[config.mk]
export PLATFORM = sky130hd
export DESIGN_NAME = if_prefetch_buffer_flat
export DESIGN_NICKNAME = d
export VERILOG_FILES = /design/src/rtl/if_prefetch_buffer_if.sv /design/src/rtl/if_prefetch_buffer.sv /design/src/flat_wrapper.sv
export SDC_FILE = /design/constraint.sdc
export NUM_CORES = 1
export LEC_CHECK = 0
export CORE_ASPECT_RATIO = 0.75
export CORE_MARGIN = 3
export CORE_UTILIZATION = 24
export DETAILED_ROUTE_END_ITERATION = 10
export GPL_ROUTABILITY_DRIVEN = 0
export PLACE_DENSITY = 0.52
export SKIP_LAST_GASP = 1
export SLEW_MARGIN = 25
export SYNTH_ARGS = -nofsm -noshare
export SYNTH_HDL_FRONTEND = slang
export SYNTH_SLANG_ARGS = --single-unit
export TNS_END_PERCENT = 30
[constraint.sdc]
create_clock -name clk -period 9.3 [get_ports clk]
set_input_delay 1.86 -clock clk [delete_from_list [all_inputs] [get_ports clk]]
set_output_delay 1.86 -clock clk [all_outputs]
set_load 0.03 [all_outputs]
[src/rtl/if_prefetch_buffer_if.sv]
// if_prefetch_buffer_if: fetch-side and decode-side handshake bundle for the prefetch buffer
interface if_prefetch_buffer_if #(parameter int DEPTH = 4);
  localparam int AW = $clog2(DEPTH);
  logic          in_valid;
  logic [31:0]   in_PC;
  logic [31:0]   in_Instruction;
  logic          in_ready;
  logic          freeze;
  logic          flush;
  logic          out_valid;
  logic [31:0]   PC;
  logic [31:0]   Instruction;
  logic [AW:0]   count;
  modport master (
    output in_valid, in_PC, in_Instruction, freeze, flush,
    input  in_ready, out_valid, PC, Instruction, count
  );
  modport slave (
    input  in_valid, in_PC, in_Instruction, freeze, flush,
    output in_ready, out_valid, PC, Instruction, count
  );
endinterface

[src/rtl/if_prefetch_buffer.sv]
// if_prefetch_buffer: in-order {PC,Instruction} queue between IF and the IF/ID register
module if_prefetch_buffer #(
  parameter int DEPTH = 4
) (
  input logic                  clk,
  input logic                  rst,
  if_prefetch_buffer_if.slave  bus
);
  localparam int AW = $clog2(DEPTH);
  localparam logic [AW:0] FULL = (AW+1)'(DEPTH);
  logic [63:0]   mem_q [DEPTH];
  logic [AW-1:0] wr_ptr_q, wr_ptr_d;
  logic [AW-1:0] rd_ptr_q, rd_ptr_d;
  logic [AW:0]   count_q, count_d;
  logic          enq, deq;
  // Outputs depend on registered state only; no in_* to out path, no pass-through when full
  assign bus.in_ready            = count_q != FULL;
  assign bus.out_valid           = count_q != '0;
  assign {bus.PC, bus.Instruction} = bus.out_valid ? mem_q[rd_ptr_q] : 64'd0;
  assign bus.count               = count_q;
  // Next-state: flush wins over everything and drops the same-cycle word
  always_comb begin
    enq      = bus.in_valid & bus.in_ready & ~bus.flush;
    deq      = bus.out_valid & ~bus.freeze & ~bus.flush;
    wr_ptr_d = bus.flush ? '0 : wr_ptr_q + AW'(enq);
    rd_ptr_d = bus.flush ? '0 : rd_ptr_q + AW'(deq);
    count_d  = bus.flush ? '0 : count_q + (AW+1)'(enq) - (AW+1)'(deq);
  end
  // Pointer and occupancy state, cleared asynchronously by reset
  always_ff @(posedge clk or negedge rst) begin
    if (!rst) begin
      wr_ptr_q <= '0;
      rd_ptr_q <= '0;
      count_q  <= '0;
    end else begin
      wr_ptr_q <= wr_ptr_d;
      rd_ptr_q <= rd_ptr_d;
      count_q  <= count_d;
    end
  end
  // Entry storage is not reset; a wrapped count_d also catches underflow
  always_ff @(posedge clk) begin
    if (enq) mem_q[wr_ptr_q] <= {bus.in_PC, bus.in_Instruction};
    if (rst) assert (count_d <= FULL);
  end
endmodule
[src/flat_wrapper.sv]
// flat-port wrapper written by rule: the top's interface ports become plain ports
module if_prefetch_buffer_flat 
#(
  parameter int DEPTH = 4
)
  (clk, rst, bus_in_valid, bus_in_PC, bus_in_Instruction, bus_freeze, bus_flush, bus_in_ready, bus_out_valid, bus_PC, bus_Instruction, bus_count);
  if_prefetch_buffer_if #(.DEPTH(DEPTH)) bus_i ();
  input logic clk;
  input logic rst;
  input wire logic [$bits(bus_i.in_valid)-1:0] bus_in_valid;
  input wire logic [$bits(bus_i.in_PC)-1:0] bus_in_PC;
  input wire logic [$bits(bus_i.in_Instruction)-1:0] bus_in_Instruction;
  input wire logic [$bits(bus_i.freeze)-1:0] bus_freeze;
  input wire logic [$bits(bus_i.flush)-1:0] bus_flush;
  output wire logic [$bits(bus_i.in_ready)-1:0] bus_in_ready;
  output wire logic [$bits(bus_i.out_valid)-1:0] bus_out_valid;
  output wire logic [$bits(bus_i.PC)-1:0] bus_PC;
  output wire logic [$bits(bus_i.Instruction)-1:0] bus_Instruction;
  output wire logic [$bits(bus_i.count)-1:0] bus_count;
  assign bus_i.in_valid = bus_in_valid;
  assign bus_i.in_PC = bus_in_PC;
  assign bus_i.in_Instruction = bus_in_Instruction;
  assign bus_i.freeze = bus_freeze;
  assign bus_i.flush = bus_flush;
  assign bus_in_ready = bus_i.in_ready;
  assign bus_out_valid = bus_i.out_valid;
  assign bus_PC = bus_i.PC;
  assign bus_Instruction = bus_i.Instruction;
  assign bus_count = bus_i.count;
  if_prefetch_buffer #(.DEPTH(DEPTH)) u_core (.clk(clk), .rst(rst), .bus(bus_i));
endmodule
# Word-level counts from Yosys, hierarchy flattened
# Memory sizes are Yosys's and may differ from the RTL's.
# Index checks and enable logic that the tools add are counted.
# W data, S select, Z words.
[totals]
ff_bits = 7
latchBits = 0
ram_bits = 256
mem_bits_ro = 0
output_inout_bits = 69
word_cells = 22
memories = 1
[op_classes]
addsub = 4
multipliers = 0
div = 0
n_lt_le_gt_ge = 0
eq_ne = 1
n_shift = 0
n_mux = 6
n_bitwise = 6
n_reduce_logical = 1
[mem_list]
columns = ["memory", "depth", "width", "rd", "rd_ports_with_merged_regs", "write_ports", "line_no", "text"]
rows = [
  ["u_core.mem_q", 4, 64, 1, 0, 1, "if_prefetch_buffer.sv:11", "logic [63:0] mem_q [DEPTH];"],
]
[op_table]
columns = ["operator", "n"]
rows = [
  ["$mux W64", 1],
  ["$add A2 B1 Y2", 2],
  ["$and A1 B1 Y1", 4],
  ["$mux W2", 2],
  ["$add A3 B1 Y3", 1],
  ["$mux W3", 1],
  ["$ne A3 B3 Y1 const B", 1],
  ["$reduce_bool A3 Y1", 1],
  ["$sub A3 B1 Y3", 1],
  ["$mux W1", 2],
  ["$not A1 Y1", 2],
]

# Longest topological paths before layout
[depth]
depth_word = 6
ltp_mapped = 10

# Least setup slack after synthesis
# Ideal clock, no wire load.
[synth_timing]
kind = "input to register"
start = "input port bus_flush"
end = "memory u_core.mem_q[1][0] (enable)"
arrival_time_ps = 8852
setup_slack_ps = -219
path_stages = 3
path_cell_list = "clkbuf_1 > nand2b_1 > nor4b_1"
[synth_via]
elab_chain_len = 4
[synth_rtl]
columns = ["element", "line_no", "text"]
rows = [
  ["start, declared", "flat_wrapper.sv:14", "input wire logic [$bits(bus_i.flush)-1:0] bus_flush;"],
  ["$not A1 Y1", "if_prefetch_buffer.sv:23", "enq = bus.in_valid & bus.in_ready & ~bus.flush;"],
  ["$and A1 B1 Y1", "if_prefetch_buffer.sv:23", ""],
  ["$mux W1", "if_prefetch_buffer.sv:43", "if (enq) mem_q[wr_ptr_q] <= {bus.in_PC, bus.in_Instruction};"],
  ["$mux W1 (implied by the code)", "if_prefetch_buffer.sv:43", ""],
  ["end, declared", "if_prefetch_buffer.sv:11", ""],
]
# Every way passes these cells.

# Worst setup path after layout
[layout_timing]
start = "register u_core.rd_ptr_q[0]"
end = "output port bus_Instruction[2]"
[layout_via]
elab_chain_len = 2
[layout_rtl]
columns = ["element", "line_no", "text"]
rows = [
  ["start, declared", "if_prefetch_buffer.sv:13", "logic [AW-1:0] rd_ptr_q, rd_ptr_d;"],
  ["start signal, assigned", "if_prefetch_buffer.sv:37", "rd_ptr_q <= rd_ptr_d;"],
  ["$mem_v2 Z4 W64", "-", ""],
  ["$mux W64", "if_prefetch_buffer.sv:19", "assign {bus.PC, bus.Instruction} = bus.out_valid ? mem_q[rd_ptr_q] : 64'd0;"],
  ["end, declared", "flat_wrapper.sv:18", "output wire logic [$bits(bus_i.Instruction)-1:0] bus_Instruction;"],
]
# Every way passes these cells.

==> results by group <==
Outcome
  • Status: finished clean

Drt
  • Pre-Repair DR Iteration Count: 4
  • Routed wire length: 21800 µm
  • Routed via count: 4768
  • DRC Markers: 0
  • DR WL/cell: 18.5 µm
  • DR iter-0 viols: 209
  • Vias per cell: 4.05
  • Detail Route Antenna Nets: 0

Place
  • Area after DPL: 12100 µm²
  • IO Port Bufs: 137
  • Dpl cells: 1128
  • Final HPWL DP: 12500 µm

Timing
  • Tcrit/Tclk final: 0.587
  • Period minus WS final: 5.46 ns
  • Achievable Freq: 183 MHz
  • Setup_tns: 0 ns
  • Final setup viols: 0
  • Hold Slack: 0.645 ns
  • Slew @ Worst Pin: 0.789 ns
  • Final Max Slew Viols: 0
  • Unrepaired setup endpoints after global routing: no
  • Final Hold Viols: 0
  • Slew headroom: 0.474
  • Setup Skew: 0.0138 ns

Finish
  • Commonest non-fill, non-tap cells in the layout: edfxtp_1, clkdlybuf4s50_1, and2_1
  • Final std cells w/o fill: 1176
  • Most common cell after layout, fill and taps aside: edfxtp_1
  • Final instance area: 13000 µm²
  • Antenna cells: 0
  • Area grow syn2layout: 27.9%
  • Fraction of layout cells with a size suffix above 1: 0.187
  • Final Util: 0.315
  • Nets: 671

Worst setup path
  • WP data arrival: 3.60 ns
  • Slowest stage delay, CP: 0.95 ns
  • Critical path peak fanout: 36
  • Critical Path End Type: output port
  • CP Data Required Time: 7.44 ns
  • Crit Path Category: flip-flop to output port
  • Crit path cell chain: buf_4 -> mux4_1 -> and2_1 -> clkdlybuf4s50_1
  • Crit-path leading delay family: buffers and inverters
  • CP Buf/Inv Count: 2
  • Slowest-stage cell, CP: dfrtp_4
  • Startpoint Class: flip-flop

GRT
  • Global-route wire length before repair: 33200 µm
  • Largest net degree at the start of global routing: 48
  • Vias in the first global route: 5337
  • Gr ovfl total: 0
  • Total GRT Usage: 0.0974
  • Initial antenna violation count: 1

Min path
  • Min-delay worst type: flip-flop to flip-flop

Clock tree
  • CTS tree: yes
  • CTS resizes: 0
  • Clock Sinks: 263
  • Clk slew on worst S/H paths: 0.06 ns
  • Root buffer cell: clkbuf_16
  • Cts hold-fix bufs: 0
  • Clock Latency Late Sink: 0.54 ns
  • H-tree depth: 1
  • Deepest clock path buffer count: 3
  • CTS buffer count: 28
  • Post-CTS setup repair buffer count: 0

Synth
  • Number of synthesized register bits: 263
  • Synth Instances: 441
  • Synthesized area per cell: 23.0 µm²
  • Net count after synthesis: 515
  • Netlist cell types: 22
  • Syn. warnings: 0
  • Mapped cell area: 10100 µm²
  • Post-synthesis sequential area ratio: 0.775

Floorplanning
  • Rows: 64
  • Chip Width: 243 µm
  • Starting Density: 0.246
  • Top Ports: 138
  • Core area: 41200 µm²
  • Die Y: 184 µm
  • Die Footprint: 44800 µm²

Power and ir drop
  • Power density over cell area: 258 nW/µm²
  • Pleak: 0.00401 µW
  • VDD IR max: 0.130 mV

Flow run
  • Max Cap Viol: 0
[worst min-delay path, stage by stage, from the launching register on]
cell	delay [ns]
dfrtp_1	0.45
xnor2_1	0.09
nor2_1	0.07
[path summary, 6_finish.rpt]
path,end,cells after the start,from,slack [ns]
min reg2reg,u_core.wr_ptr_q[1]$_DFF_PN0_,2,u_core.wr_ptr_q[1]$_DFF_PN0_,0.64
min in group asynchronous,u_core.rd_ptr_q[1]$_DFF_PN0_,1,rst,1.58
max,bus_Instruction[2],4,u_core.rd_ptr_q[0]$_DFF_PN0_,3.84
max reg2reg,u_core.bus.count[2]$_DFF_PN0_,9,u_core.bus.count[1]$_DFF_PN0_,6.62
max in group asynchronous,u_core.rd_ptr_q[0]$_DFF_PN0_,1,rst,7.43
min,u_core.wr_ptr_q[1]$_DFF_PN0_,2,u_core.wr_ptr_q[1]$_DFF_PN0_,0.64
[sequential cells by signal, summed over array words and instances, names as in the netlist]
| register | count |
|---|---|
| u_core.mem_q | 256 |
| u_core.wr_ptr_q | 2 |
| u_core.bus.count | 3 |
| u_core.rd_ptr_q | 2 |
[cell type report]
type,instances,area (µm²)
tap,561,702
multi-input combinational,152,2110
clock buffer,41,781
fill,4004,28300
timing repair buffer,148,1450
sequential,263,7870
inverter,4,15.0
clock inverter,7,42.5
[cell families (layout without fill, tap and decap cells)]
| group | Yosys count | in the layout | share of synthesized area |
|---|---|---|---|
| buffers and inverters | 26 | 200 | 0.0209 |
| flip-flops | 263 | 263 | 0.775 |
| AND/OR/NAND/NOR | 80 | 80 | 0.0492 |
| adder cells (fa/ha/maj) | 5 | 5 | 0.00691 |
| XOR/XNOR | 3 | 3 | 0.00395 |
| multiplexers | 64 | 64 | 0.144 |
[synthesized netlist by cell type]
library cell / number / area share
and2_1: 64 / 0.039
buf_12: 6 / 0.012
buf_2: 7 / 0.0035
buf_6: 1 / 0.0011
clkbuf_1: 8 / 0.0030
dfrtp_1: 7 / 0.017
edfxtp_1: 256 / 0.76
fa_1: 1 / 0.0020
ha_1: 4 / 0.0049
inv_1: 4 / 0.0015
mux4_1: 4 / 0.010
mux4_2: 60 / 0.13
nand2b_1: 1 / 0.00062
nor2_1: 5 / 0.0019
nor2b_1: 3 / 0.0019
nor3b_1: 2 / 0.0015
nor4_1: 1 / 0.00062
nor4b_1: 2 / 0.0017
nor4bb_1: 1 / 0.00099
or3_1: 1 / 0.00062
xnor2_1: 2 / 0.0017
xnor3_1: 1 / 0.0022
[routing by layer]
metal,global-route usage,vias to the layer above,share of wire
met2,0.164,102,0.49
met3,0.0229,31,0.044
met4,0.0246,0,0.025
li1,-,2108,-
met5,0,-,0
met1,0.127,2527,0.44
[power by group]
part / internal, µW / switching (µW) / leakage [µW] / total (µW)
Clock: 578 / 434 / 0.000396 / 1010
Combinational: 416 / 528 / 0.00120 / 943
Sequential: 1360 / 39.1 / 0.00241 / 1400
[through the flow]
| stage | total power [µW] | setup WS (ns) |
|---|---|---|
| after floorplan | 2000 | -0.219 |
| after global placement | 2390 | 4.30 |
| after detailed placement | 2390 | 4.29 |
| after CTS | 3420 | 3.67 |
| after global routing | 3520 | 3.56 |
| final | 3350 | 3.84 |
No activity file was read; power rests on OpenSTA's default activity.
